## config.mk

```make
export PLATFORM = sky130hd
export DESIGN_NAME = if_fetch_unit
export DESIGN_NICKNAME = d
export VERILOG_FILES = /design/src/rtl/if_fetch_unit.sv
export SDC_FILE = /design/constraint.sdc
export NUM_CORES = 1
export LEC_CHECK = 0
export CORE_UTILIZATION = 45
export CTS_BUF_LIST = sky130_fd_sc_hd__clkbuf_2 sky130_fd_sc_hd__clkbuf_4 sky130_fd_sc_hd__clkbuf_8
export DETAILED_ROUTE_END_ITERATION = 8
export PLACE_DENSITY = 0.89
export REMOVE_ABC_BUFFERS = 1
export SLEW_MARGIN = 40
export SYNTH_ARGS = -nofsm -noshare
export SYNTH_HDL_FRONTEND = slang
export SYNTH_SLANG_ARGS = --single-unit
```

## constraint.sdc

```tcl
create_clock -name clk -period 2 [get_ports clk]
set_input_delay 0.2 -clock clk [delete_from_list [all_inputs] [get_ports clk]]
set_output_delay 0.2 -clock clk [all_outputs]
set_load 0.02 [all_outputs]
```

## src/rtl/if_fetch_unit.sv

```systemverilog
// ---------------------------------------------------------------------------
// if_fetch_unit
//   Instruction-fetch stage of a 5-stage RV32I pipeline. It owns the PC and
//   the IF/ID pipeline register. It fetches from instruction memory over a
//   req/ack handshake. It honours the ID-stage stall (IFWrite) and applies
//   Branch/Jump redirects. Every redirect flushes IF/ID to a NOP.
//
// Ports
//   clk             in   1   rising-edge clock
//   reset           in   1   synchronous, active-high reset
//   IFWrite         in   1   1 = IF/ID may advance, 0 = load-use stall
//   Branch          in   1   taken branch from EX (outranks Jump)
//   BranchAddr      in   32  branch target
//   Jump            in   1   jal/jalr from ID
//   JumpAddr        in   32  jump target
//   imem_req        out  1   fetch request
//   imem_addr       out  32  fetch address (current PC)
//   imem_ack        in   1   imem_rdata valid this cycle
//   imem_rdata      in   32  fetched instruction
//   Instruction_id  out  32  IF/ID instruction
//   PC_id           out  32  IF/ID PC
// ---------------------------------------------------------------------------
module if_fetch_unit #(
    parameter logic [31:0] RESET_PC  = 32'h0000_0000,
    parameter logic [31:0] NOP_INSTR = 32'h0000_0013
) (
    input  logic        clk,
    input  logic        reset,
    input  logic        IFWrite,
    input  logic        Branch,
    input  logic [31:0] BranchAddr,
    input  logic        Jump,
    input  logic [31:0] JumpAddr,
    output logic        imem_req,
    output logic [31:0] imem_addr,
    input  logic        imem_ack,
    input  logic [31:0] imem_rdata,
    output logic [31:0] Instruction_id,
    output logic [31:0] PC_id
);

    typedef enum logic [1:0] {
        ST_FETCH = 2'd0,   // request outstanding at pc_r
        ST_HOLD  = 2'd1,   // word fetched but ID stalled; kept in buf_r
        ST_DRAIN = 2'd2    // redirect arrived mid-request; wait out the stale ack
    } state_t;

    state_t      state_r;
    logic [31:0] pc_r;
    logic [31:0] tgt_r;
    logic [31:0] buf_r;
    logic [31:0] instr_id_r;
    logic [31:0] pc_id_r;
    logic        req_r;

    logic        redirect_s;
    logic [31:0] target_s;
    logic [31:0] pc_inc_s;

    // Redirect decode: Branch comes from EX (older instruction), so it wins over Jump.
    always_comb begin
        redirect_s = Branch | Jump;
        if (Branch) begin
            target_s = BranchAddr;
        end else begin
            target_s = JumpAddr;
        end
        pc_inc_s = pc_r + 32'd4;   // wraps silently past 32'hFFFF_FFFC
    end

    // Fetch FSM, PC, redirect target, stall buffer and IF/ID register.
    always_ff @(posedge clk) begin
        if (reset) begin
            state_r    <= ST_FETCH;
            pc_r       <= RESET_PC;
            tgt_r      <= RESET_PC;
            buf_r      <= NOP_INSTR;
            instr_id_r <= NOP_INSTR;
            pc_id_r    <= 32'h0000_0000;
            req_r      <= 1'b1;
        end else begin
            case (state_r)
                ST_FETCH: begin
                    if (imem_ack) begin
                        if (redirect_s) begin
                            // Fetched word is on the wrong path: drop it.
                            pc_r       <= target_s;
                            instr_id_r <= NOP_INSTR;
                            pc_id_r    <= 32'h0000_0000;
                        end else if (IFWrite) begin
                            instr_id_r <= imem_rdata;
                            pc_id_r    <= pc_r;
                            pc_r       <= pc_inc_s;
                        end else begin
                            // ID is stalled: park the word, stop requesting.
                            buf_r   <= imem_rdata;
                            state_r <= ST_HOLD;
                            req_r   <= 1'b0;
                        end
                    end else begin
                        if (redirect_s) begin
                            // Address must stay stable until the ack, so remember
                            // the target and let the stale request complete.
                            tgt_r      <= target_s;
                            state_r    <= ST_DRAIN;
                            instr_id_r <= NOP_INSTR;
                            pc_id_r    <= 32'h0000_0000;
                        end else if (IFWrite) begin
                            instr_id_r <= NOP_INSTR;
                            pc_id_r    <= 32'h0000_0000;
                        end else begin
                            state_r <= ST_FETCH;
                        end
                    end
                end
                ST_HOLD: begin
                    if (redirect_s) begin
                        pc_r       <= target_s;
                        state_r    <= ST_FETCH;
                        req_r      <= 1'b1;
                        instr_id_r <= NOP_INSTR;
                        pc_id_r    <= 32'h0000_0000;
                    end else if (IFWrite) begin
                        instr_id_r <= buf_r;
                        pc_id_r    <= pc_r;
                        pc_r       <= pc_inc_s;
                        state_r    <= ST_FETCH;
                        req_r      <= 1'b1;
                    end else begin
                        state_r <= ST_HOLD;
                    end
                end
                ST_DRAIN: begin
                    if (redirect_s || IFWrite) begin
                        instr_id_r <= NOP_INSTR;
                        pc_id_r    <= 32'h0000_0000;
                    end else begin
                        instr_id_r <= instr_id_r;
                    end
                    if (imem_ack) begin
                        // Stale data is discarded; the newest redirect wins.
                        if (redirect_s) begin
                            pc_r <= target_s;
                        end else begin
                            pc_r <= tgt_r;
                        end
                        state_r <= ST_FETCH;
                    end else if (redirect_s) begin
                        tgt_r <= target_s;
                    end else begin
                        state_r <= ST_DRAIN;
                    end
                end
                default: begin
                    // Illegal encoding: recover to a clean fetch with a bubble in ID.
                    state_r    <= ST_FETCH;
                    req_r      <= 1'b1;
                    instr_id_r <= NOP_INSTR;
                    pc_id_r    <= 32'h0000_0000;
                end
            endcase
        end
    end

    // Request is low for the whole time reset is asserted, including the first reset cycle.
    assign imem_req       = req_r & ~reset;
    assign imem_addr      = pc_r;
    assign Instruction_id = instr_id_r;
    assign PC_id          = pc_id_r;

endmodule
```

==> run_results.csv, run 1 <==
group,metric,value,unit
power_and_ir_drop,p_seq_frac,0.464,
sta,period_minus_slack,1.917,ns
place,io_buffers,198,
critical_path,cp-end-kind,"flip-flop",
clock_network,clk_pin_slew,0.09,ns
synthesis,async_reset_ff_frac,0,
critical_path,rr_startpoint,"imem_addr[2]$_SDFFE_PP0P_",
global_routing,grt-ovfl-total,0,
synthesis,synth_cell_types,67,
synthesis,synth_xor_area_frac,0,
sta,tightest_slew,0.6957,ns
synthesis,synth_warnings,0,
route,drtPass1Iterations,9,
route,dr.first_iter.drc_count,929,
route,routed_wl,25610,µm
place,hpwl,18480,µm
synthesis,yosysMostFrequentCell,"dfxtp_1",
job,drv_cap,0,
critical_path,path_max_fanout,6,
sta,finClkSkew,0.01149,ns
clock_network,cts_buffers,17,
place,dpl_cell_area,10270,µm²
critical_path,critPathLaunchType,"flip-flop",
synthesis,synth-seq-cells,163,
global_routing,gr-usage-all-layers,0.3038,
sta,fin_tns_setup,0,ns
power_and_ir_drop,p_int,5.439,mW
critical_path,crit_type,"flip-flop to flip-flop",
power_and_ir_drop,power.switching,2.006,mW
critical_path,critical-path-max-stage-delay,0.50,ns
sta,hold_violations,0,
power_and_ir_drop,power.density,693.8,nW/µm²
synthesis,netlist_area,7386,µm²
sta,slew_headroom,0.5362,
sta,setup_viol,0,
critical_path,crit_start,"imem_addr[2]$_SDFFE_PP0P_",
sta,rsz0062_at_grt,"no",
route,vias,8072,
sta,slew_violations,0,
cells_and_area,finalInstanceArea,10730,µm²
global_routing,grt_pass1_vias,7731,
global_routing,grt_max_degree,66,
synthesis,yosysSeqAreaShare,0.4418,
synthesis,synthTopCellsByCount,"dfxtp_1 (163), nor2_1 (120), nand2_1 (92)",
power_and_ir_drop,switching_share,0.2694,
power_and_ir_drop,p_leak,3.895,nW
route,drc_errors,0,
clock_network,insertion_delay,0.47,ns
die,core_area,15940,µm²
critical_path,reg2regPathDepth,6,
place,place_congestion,0.9701,
synthesis,syn_inst,873,
synthesis,yosys-mux-area-fraction,0.009995,
die,die_y,130.1,µm
critical_path,endpoint,"imem_addr[27]$_SDFFE_PP0P_",
die,core.rowCount,46,
route,routedWlPerCell,18.93,µm
route,viasPerCell,5.966,
cells_and_area,drive_above_1_share,0.1530,
critical_path,arrival,2.32,ns
synthesis,synth-compound-area-share,0.3070,
die,pin_count,199,
synthesis,synth_ff_type,"dfxtp_1",
die,dieArea,16930,µm²
critical_path,r2r_slack,0.08,ns
sta,fmax,521.6,MHz
clock_network,cts_root_buf,"clkbuf_8",
global_routing,antenna_found_initial,0,
synthesis,avgSynthCellArea,8.460,µm²
synthesis,yosys-top-cells-area,"dfxtp_1 (44%), a22oi_1 (7.2%), nor2_1 (6.1%)",
status,status,"complete, no violations",
critical_path,critical_path_required,2.40,ns
critical_path,regToRegEndpoint,"imem_addr[27]$_SDFFE_PP0P_",
cells_and_area,antennaDiodeCount,0,
cells_and_area,final_util,0.6731,
synthesis,synth-simple-area-share,0.1911,
power_and_ir_drop,clock_power_share,0.358,
power_and_ir_drop,ir_drop,394.4,µV
synthesis,synth_fa_ha_area_frac,0.001694,
die,start_util,0.4633,
clock_network,cts_hold_buf,0,
clock_network,cts_tree,"built",
die,die_w,130.1,µm
power_and_ir_drop,finalPower,7.445,mW
critical_path,crit_slowest_cell,"or4_4",
synthesis,netlist.area_leader.share,0.4418,
worst_hold_path,hold_class,"primary input to flip-flop",
clock_network,cts_htree_levels,4,
route,antenna_left,0,
global_routing,grt_pass1_wl,39690,µm
power_and_ir_drop,combPwrFrac,0.178,
cells_and_area,area_growth,45.28,%
synthesis,yosysTopAreaCell,"dfxtp_1",
synthesis,synth_edf_count,0,
critical_path,crit_path_cell_trace,"buf_4 > nand2_1 > or4_4 > nor4_4 > mux2_1 > a21oi_1",
cells_and_area,fin_nets,1227,
sta,finalCritPeriodShare,0.9585,
clock_network,clockBufferDepth,2,
sta,timing.hold.ws,0.08783,ns
clock_network,cts.sinks,163,
synthesis,synth_top_family_by_area,"compound AO/OA/AOI/OAI gates",
==> routing by layer <==
layer	share of wire	track usage
met5	0	0
met3	0.098	0.07421
met4	0.041	0.1512
met2	0.48	0.5113
met1	0.39	0.3611
==> layout make-up <==
type	count	area (µm²)
Fill cell	1256	5213
Multi-Input combinational cell	623	3801
Sequential cell	163	3267
Timing Repair Buffer	312	2923
Tap cell	216	270.3
Clock buffer	20	262.8
Clock inverter	12	180.2
Inverter	7	26.28
==> through the flow <==
step,worst slack (ns),instances
after floorplan,-1.459,793
after global placement,-0.1812,1321
after detailed placement,-0.2237,1321
after CTS,0.06807,1353
after global routing,0.001453,1353
final,0.08293,1353
==> power by group through the flow <==
stage / registers (mW) / logic, mW / clock network, mW
floorplan: 3.59 / 0.437 / 0
global placement: 3.52 / 1.28 / 0
detailed placement: 3.52 / 1.30 / 0
CTS: 3.45 / 1.31 / 2.69
global route: 3.47 / 1.41 / 2.85
finish: 3.45 / 1.33 / 2.67
==> worst max-delay path: cells and delay by family, from the launching register on <==
kind / cells / cell delay (ns)
AOI/OAI and AO/OA: 1 / 0.12
buffers and inverters: 1 / 0.16
DFF: 1 / 0.34
muxes: 1 / 0.36
and+or+nand+nor: 3 / 0.88
==> worst min-delay path by stage <==
stage                                 startpoint                          to  slack, ns  cells past startpoint
after floorplan                            reset      buf_r[10]$_SDFFE_PP0P_       0.27                      1
after global placement    buf_r[20]$_SDFFE_PP0P_      buf_r[20]$_SDFFE_PP0P_       0.44                      2
after detailed placement  buf_r[19]$_SDFFE_PP0P_      buf_r[19]$_SDFFE_PP0P_       0.45                      2
after CTS                                  reset  imem_addr[24]$_SDFFE_PP0P_       0.07                      2
after global routing                       reset  imem_addr[24]$_SDFFE_PP0P_       0.08                      2
final                                      reset  imem_addr[24]$_SDFFE_PP0P_       0.09                      2
==> repair_timing <==
action	4_1_cts	5_1_grt
endpoints found under the setup margin	0	3
setup buffers	0	0
gates resized for setup	0	4
==> logic make-up after synthesis <==
kind of cell / Yosys count
muxes: 7
DFF: 163
and+or+nand+nor: 298
adders and majority gates: 1
AOI/OAI and AO/OA: 317
buffers and inverters: 87
==> state kept, by name (all words and copies together) (netlist names) <==
register        flops
state_r             2
tgt_r              32
buf_r              32
Instruction_id     32
imem_addr          32
PC_id              32
req_r               1
==> cell usage in the layout, fill, tap and decap left out, types with 4 or more instances in the layout <==
master           count
clkbuf_8            18
nor2_1             118
inv_1                6
bufinv_16            4
a222oi_1            24
a21o_1               4
mux2i_1              4
a22oi_1             71
or3_1                4
nand2_1             92
o31a_1               6
nor3_1               8
nor4_1               5
and3_1               4
a211oi_1            29
o22ai_1             30
a22o_1              35
a21oi_1             62
nand2b_1            12
clkdlybuf4s50_1    197
dfxtp_1            160
and2_1               5
nand4_1              9
o21ai_0             20
nand3_1              9
buf_12               7
o31ai_1              4
buf_4              108
Note: power is estimated with default switching activity, not from simulation.
==> run 2: changes to the inputs <==
--- a/config.mk
+++ b/config.mk
@@ -5,10 +5,11 @@
 export SDC_FILE = /design/constraint.sdc
 export NUM_CORES = 1
 export LEC_CHECK = 0
-export CORE_UTILIZATION = 45
+export ABC_AREA = 1
+export CORE_UTILIZATION = 46
 export CTS_BUF_LIST = sky130_fd_sc_hd__clkbuf_2 sky130_fd_sc_hd__clkbuf_4 sky130_fd_sc_hd__clkbuf_8
 export DETAILED_ROUTE_END_ITERATION = 8
-export PLACE_DENSITY = 0.89
+export PLACE_DENSITY = 0.9
 export REMOVE_ABC_BUFFERS = 1
 export SLEW_MARGIN = 40
 export SYNTH_ARGS = -nofsm -noshare
==> run 2 against run 1 <==
- register-to-register slack gained 0.097 ns
- sequential power grew 3%
- via count grew 6.6%
- final area shrank 0.98%
- first-iteration DRC count shrank 19%
- cell count grew 19%
- worst setup slack gained 0.026 ns
- synthesized area grew 6.0%
- critical path type is now flip-flop to output port
- critical endpoint is now imem_addr[18]
- largest cell class unchanged
- largest power group unchanged
- highest routed layer unchanged
==> run_results.csv, run 2 <==
group,metric,value,unit
status,status,"complete, no violations",
synthesis,async_reset_ff_frac,0,
critical_path,cp-end-kind,"output port",
route,routed_wl,23270,µm
synthesis,synth_warnings,0,
cells_and_area,fin_nets,1477,
synthesis,avgSynthCellArea,6.621,µm²
sta,hold_violations,0,
die,die_w,132.4,µm
synthesis,synth_cell_types,31,
sta,period_minus_slack,1.891,ns
sta,fmax,528.7,MHz
place,pre_cts_slack,-0.03165,ns
clock_network,postCtsSetupBuffers,0,
cells_and_area,finalInstanceArea,10630,µm²
die,core_area,16580,µm²
die,core.rowCount,47,
global_routing,grt-ovfl-total,0,
global_routing,grt_pass1_wl,38190,µm
power_and_ir_drop,power.density,697.4,nW/µm²
sta,fin_ws,0.1085,ns
power_and_ir_drop,ir_drop,451.7,µV
global_routing,gr-usage-all-layers,0.2681,
place,place_congestion,0.9106,
critical_path,arrival,1.69,ns
synthesis,yosys-top-cells-area,"dfxtp_1 (42%), nand2_1 (17%), a21oi_1 (8.9%)",
critical_path,path_max_fanout,4,
clock_network,cts_hold_buf,0,
critical_path,critical_path_required,1.80,ns
global_routing,grt_pass1_vias,8036,
clock_network,cts_buffers,17,
sta,setup_viol,0,
clock_network,cts_htree_levels,4,
clock_network,clk_pin_slew,0.10,ns
synthesis,synth-seq-cells,163,
cells_and_area,antennaDiodeCount,0,
sta,finClkSkew,0.01303,ns
sta,rsz0062_at_grt,"no",
sta,slew_violations,0,
job,drv_cap,0,
route,antenna_left,0,
sta,tightest_slew,0.5370,ns
clock_network,cts_resized,0,
cells_and_area,drive_above_1_share,0.07859,
place,dpl_cell_area,10210,µm²
clock_network,cts.sinks,163,
cells_and_area,final_common_cell,"nand2_1",
route,viasPerCell,5.357,
die,die_y,132.4,µm
synthesis,yosysSeqAreaShare,0.4169,
synthesis,netlist.area_leader.share,0.4169,
synthesis,synthTopCellsByCount,"nand2_1 (364), dfxtp_1 (163), a21oi_1 (139)",
sta,timing.hold.ws,0.2538,ns
place,io_buffers,198,
clock_network,clockBufferDepth,2,
cells_and_area,final_cell_mix,"nand2_1 (364), clkdlybuf4s50_1 (197), dfxtp_1 (163)",
clock_network,cts_tree,"built",
synthesis,netlist_area,7826,µm²
critical_path,crit_type,"flip-flop to output port",
sta,fin_tns_setup,0,ns
place,hpwl,16850,µm
route,dr.first_iter.drc_count,750,
die,dieArea,17540,µm²
global_routing,antenna_found_initial,0,
sta,finalCritPeriodShare,0.9457,
die,pin_count,199,
cells_and_area,area_growth,35.76,%
route,vias,8608,
cells_and_area,fillers,1398,
power_and_ir_drop,p_leak,4.085,nW
route,drtPass1Iterations,7,
clock_network,cts_root_buf,"clkbuf_8",
route,routedWlPerCell,14.48,µm
worst_hold_path,hold_class,"primary input to flip-flop",
critical_path,critPathLaunchType,"flip-flop",
synthesis,yosysTopAreaCell,"dfxtp_1",
global_routing,grt_max_degree,57,
synthesis,yosysMostFrequentCell,"nand2_1",
synthesis,synth_ff_type,"dfxtp_1",
sta,slew_headroom,0.6382,
die,start_util,0.4719,
clock_network,insertion_delay,0.47,ns
synthesis,synth_edf_count,0,
synthesis,syn_inst,1182,
route,drc_errors,0,
-- run 2: cell types whose count changed after synthesis, sizes merged, moves of 29 or more --
cell,previous run,this run
a22oi,71,0
a22o,35,0
nand3,11,47
inv,6,106
a211oi,29,0
a21oi,64,139
nand2,92,367
nor2,121,82
o21ai,22,151
-- run 2: logic make-up (layout without fill, tap and decap cells) --
family                     Yosys count  after routing  share of synthesized area
DFF                                163            163                     0.4169
adders and majority gates            1              1                   0.001598
and+or+nand+nor                    514            514                     0.2676
AOI/OAI and AO/OA                  330            330                     0.2195
buffers and inverters              174            379                    0.09432
-- run 2: final timing paths --
| path | to | slack, ns | startpoint | cells past startpoint |
|---|---|---|---|---|
| worst min register to register | buf_r[23]$_SDFFE_PP0P_ | 0.45 | buf_r[23]$_SDFFE_PP0P_ | 2 |
| worst min-delay path | Instruction_id[1]$_SDFFE_PP1P_ | 0.25 | reset | 4 |
| worst max-delay path | imem_addr[18] | 0.11 | imem_addr[18]$_SDFFE_PP0P_ | 2 |
| worst max register to register | state_r[0]$_SDFFE_PP0P_ | 0.18 | state_r[0]$_SDFFE_PP0P_ | 6 |
-- run 2: final cells by class --
type,instances,area (µm²),share of cell area
Timing Repair Buffer,241,2450,0.2306
Clock buffer,17,234.0,0.02202
Tap cell,220,275.3,0.02591
Inverter,106,397.9,0.03745
Sequential cell,163,3263,0.3071
Multi-Input combinational cell,845,3825,0.3600
Clock inverter,15,180.2,0.01696
-- run 2: where the power goes --
| part | switching (mW) | total [mW] | internal, mW |
|---|---|---|---|
| Combinational | 0.756 | 1.38 | 0.620 |
| Clock | 1.42 | 2.49 | 1.07 |
| Sequential | 0.150 | 3.55 | 3.40 |
-- run 2: critical path, stage by stage (launching register included) --
cell	delay, ns
dfxtp_1	0.45
buf_4	0.18
clkdlybuf4s50_1	0.60
-- run 2: per-stage QoR --
step / total power [mW] / utilization / cells
2_1_floorplan: 4.227 / - / 1114
3_3_place_gp: 4.933 / 0.6157 / 1575
3_5_place_dp: 4.973 / 0.6157 / 1575
4_1_cts: 7.432 / 0.6407 / 1607
5_1_grt: 7.728 / 0.6407 / 1607
6_report: 7.410 / 0.6407 / 1607
-- run 2: per-layer routing --
metal	part of all wire	global-route usage	up-vias
met3	0.084	0.05517	74
li1	-	-	4242
met4	0.042	0.1418	0
met1	0.41	0.3357	3878
met2	0.46	0.4345	414
met5	0	0	-
==> run 3: changes to the inputs <==
--- a/config.mk
+++ b/config.mk
@@ -8,6 +8,7 @@
 export ABC_AREA = 1
 export CORE_UTILIZATION = 46
 export CTS_BUF_LIST = sky130_fd_sc_hd__clkbuf_2 sky130_fd_sc_hd__clkbuf_4 sky130_fd_sc_hd__clkbuf_8
+export CTS_CLUSTER_DIAMETER = 40
 export DETAILED_ROUTE_END_ITERATION = 8
 export PLACE_DENSITY = 0.9
 export REMOVE_ABC_BUFFERS = 1
==> results of run 3 <==
Same layout as run 2: the final DEF is identical, and so are final timing and power.
==> variant (settings of run 2) <==
Re-encode `state_t` (3 states) as one-hot, 3 bits wide.
--- a/src/rtl/if_fetch_unit.sv
+++ b/src/rtl/if_fetch_unit.sv
@@ -40,8 +40,8 @@
 );
 
-    typedef enum logic [1:0] {
-        ST_FETCH = 2'd0,   // request outstanding at pc_r
-        ST_HOLD  = 2'd1,   // word fetched but ID stalled; kept in buf_r
-        ST_DRAIN = 2'd2    // redirect arrived mid-request; wait out the stale ack
+    typedef enum logic [2:0] {
+        ST_FETCH = 3'b001,   // request outstanding at pc_r
+        ST_HOLD  = 3'b010,   // word fetched but ID stalled; kept in buf_r
+        ST_DRAIN = 3'b100    // redirect arrived mid-request; wait out the stale ack
     } state_t;
 
Behaviour: same outputs for any inputs over 4 cycles, from zero or initial values and one cycle with reset high; so few cycles prove little.
==> variant against run 2 <==
Area after synthesis increased by 6.4%. Cell area is 5.3% higher. Largest power group unchanged. Power is 14% higher. Routed wire length grew 13%. Clock power down 4%. Critical endpoint unchanged. Cell count grew 8.3%. Setup slack gained 0.0015 ns. Sequential cell count increased by 1.
==> variant: results (changes against run 2) <==
Route
The number of design-rule violations left by the first detailed-router iteration is 1,066 (+42%). The total detailed-routing wirelength is 26,300 um (+13%). The routed wirelength normalized by instance count is 15.1 um (+4.5%). The routed wire length on met3 is 2290 um (+17%). The detailed-route wire length on metal 1 was 10,500 um (+9.0%).

Place
The detailed placement HPWL is 19,000 um (+13%).

Finish
The final-stage net count is 1,609 (+8.9%). The fraction of final layout cells sized beyond drive strength 1 is 7.12% (-0.73 points).

Global routing
The number of global-route vias before repair is 8,983 (+12%). The met1 capacity usage during global routing was 35.6% (+2.1 points). The all-layer global routing usage came to 29.1% (+2.3 points).

The met3 track demand over resource in global routing is 5.81% (+0.30 points). The met2 usage was 48.0% (+4.5 points). The maximum number of pins on one net before global-route repair is 60 (+5.3%).

Logic synthesis
The sequential area share after synthesis is 39.4% (-2.3 points). By area the synthesized netlist is led by dfxtp_1, nand2_1, o21ai_0. The number of distinct library cells after synthesis is 30 (-3.2%).

STA
The minimum hold slack is 0.281 ns (+0.0269 ns). The setup clock skew after layout came to 0.00992 ns (-0.00312 ns). The relative slew slack is 66.3% (+2.5 points).

Power and ir drop
The worst supply voltage drop on vdd is 0.485 mV (+7.4%). The leakage power summed over all cells is 0.00419 uW (+2.6%).

Critical path
The worst-path maximum fanout is 8 (+4). In this run the critical register-to-register path is launched from imem_addr[2]. The cell depth of the worst flop-to-flop path is 9 (+3).

Status
The run finished with clean final reports.
## variant: cell types whose count changed in the layout (fill, tap and decap cells not counted), moves of 11 or more
cell     change
nor2_1     +100
o21ai_0     +29
or2_2       -11
o22ai_1     -21
a31oi_1     +12
## variant: through the flow
step | power [uW] | worst slack, ns | util [%] | instance area (um2)
floorplan | 4900 | -0.907 | - | 7970
global placement | 6010 | 0.0358 | 61.9 | 10800
detailed placement | 6080 | -0.0386 | 61.9 | 10800
CTS | 8420 | 0.124 | 64.0 | 11200
global route | 8840 | 0.0511 | 64.0 | 11200
finish | 8430 | 0.110 | 64.0 | 11200
## variant: worst min-delay path by stage
stage,cells after the start,end,startpoint
final,3,Instruction_id[31],reset
after global routing,3,PC_id[8],reset
after CTS,3,Instruction_id[31],reset
after detailed placement,2,buf_r[10],buf_r[10]
after global placement,2,buf_r[19],buf_r[19]
after floorplan,1,Instruction_id[10],reset
## variant: kinds of logic (layout without fill, tap and decap cells)
family / after synthesis / count (layout) / synth area share, %
XOR/XNOR: 4 / 4 / 0.421
adder cells (fa/ha/maj): 1 / 1 / 0.150
flip-flops: 164 / 164 / 39.4
buffers and inverters: 178 / 381 / 8.80
AND/OR/NAND/NOR: 616 / 616 / 29.6
AO/OA/AOI/OAI: 350 / 350 / 21.6
## variant: power by group
group	switching [uW]	internal, uW
registers	252	3520
clock network	1220	1160
logic	1300	979
total	2770	5660
## variant: cell type report
class,instances,area (um2)
clock buffer,20,269
clock inverter,9,108
fill,1452,6280
inverter,99,372
multi-input combinational,971,4320
sequential,164,3280
tap,225,282
timing repair buffer,253,2560
## variant: tightest hold or removal path, stage by stage
cell and delay (ns):
buf_2 0.14, buf_4 0.24, a21oi_1 0.14
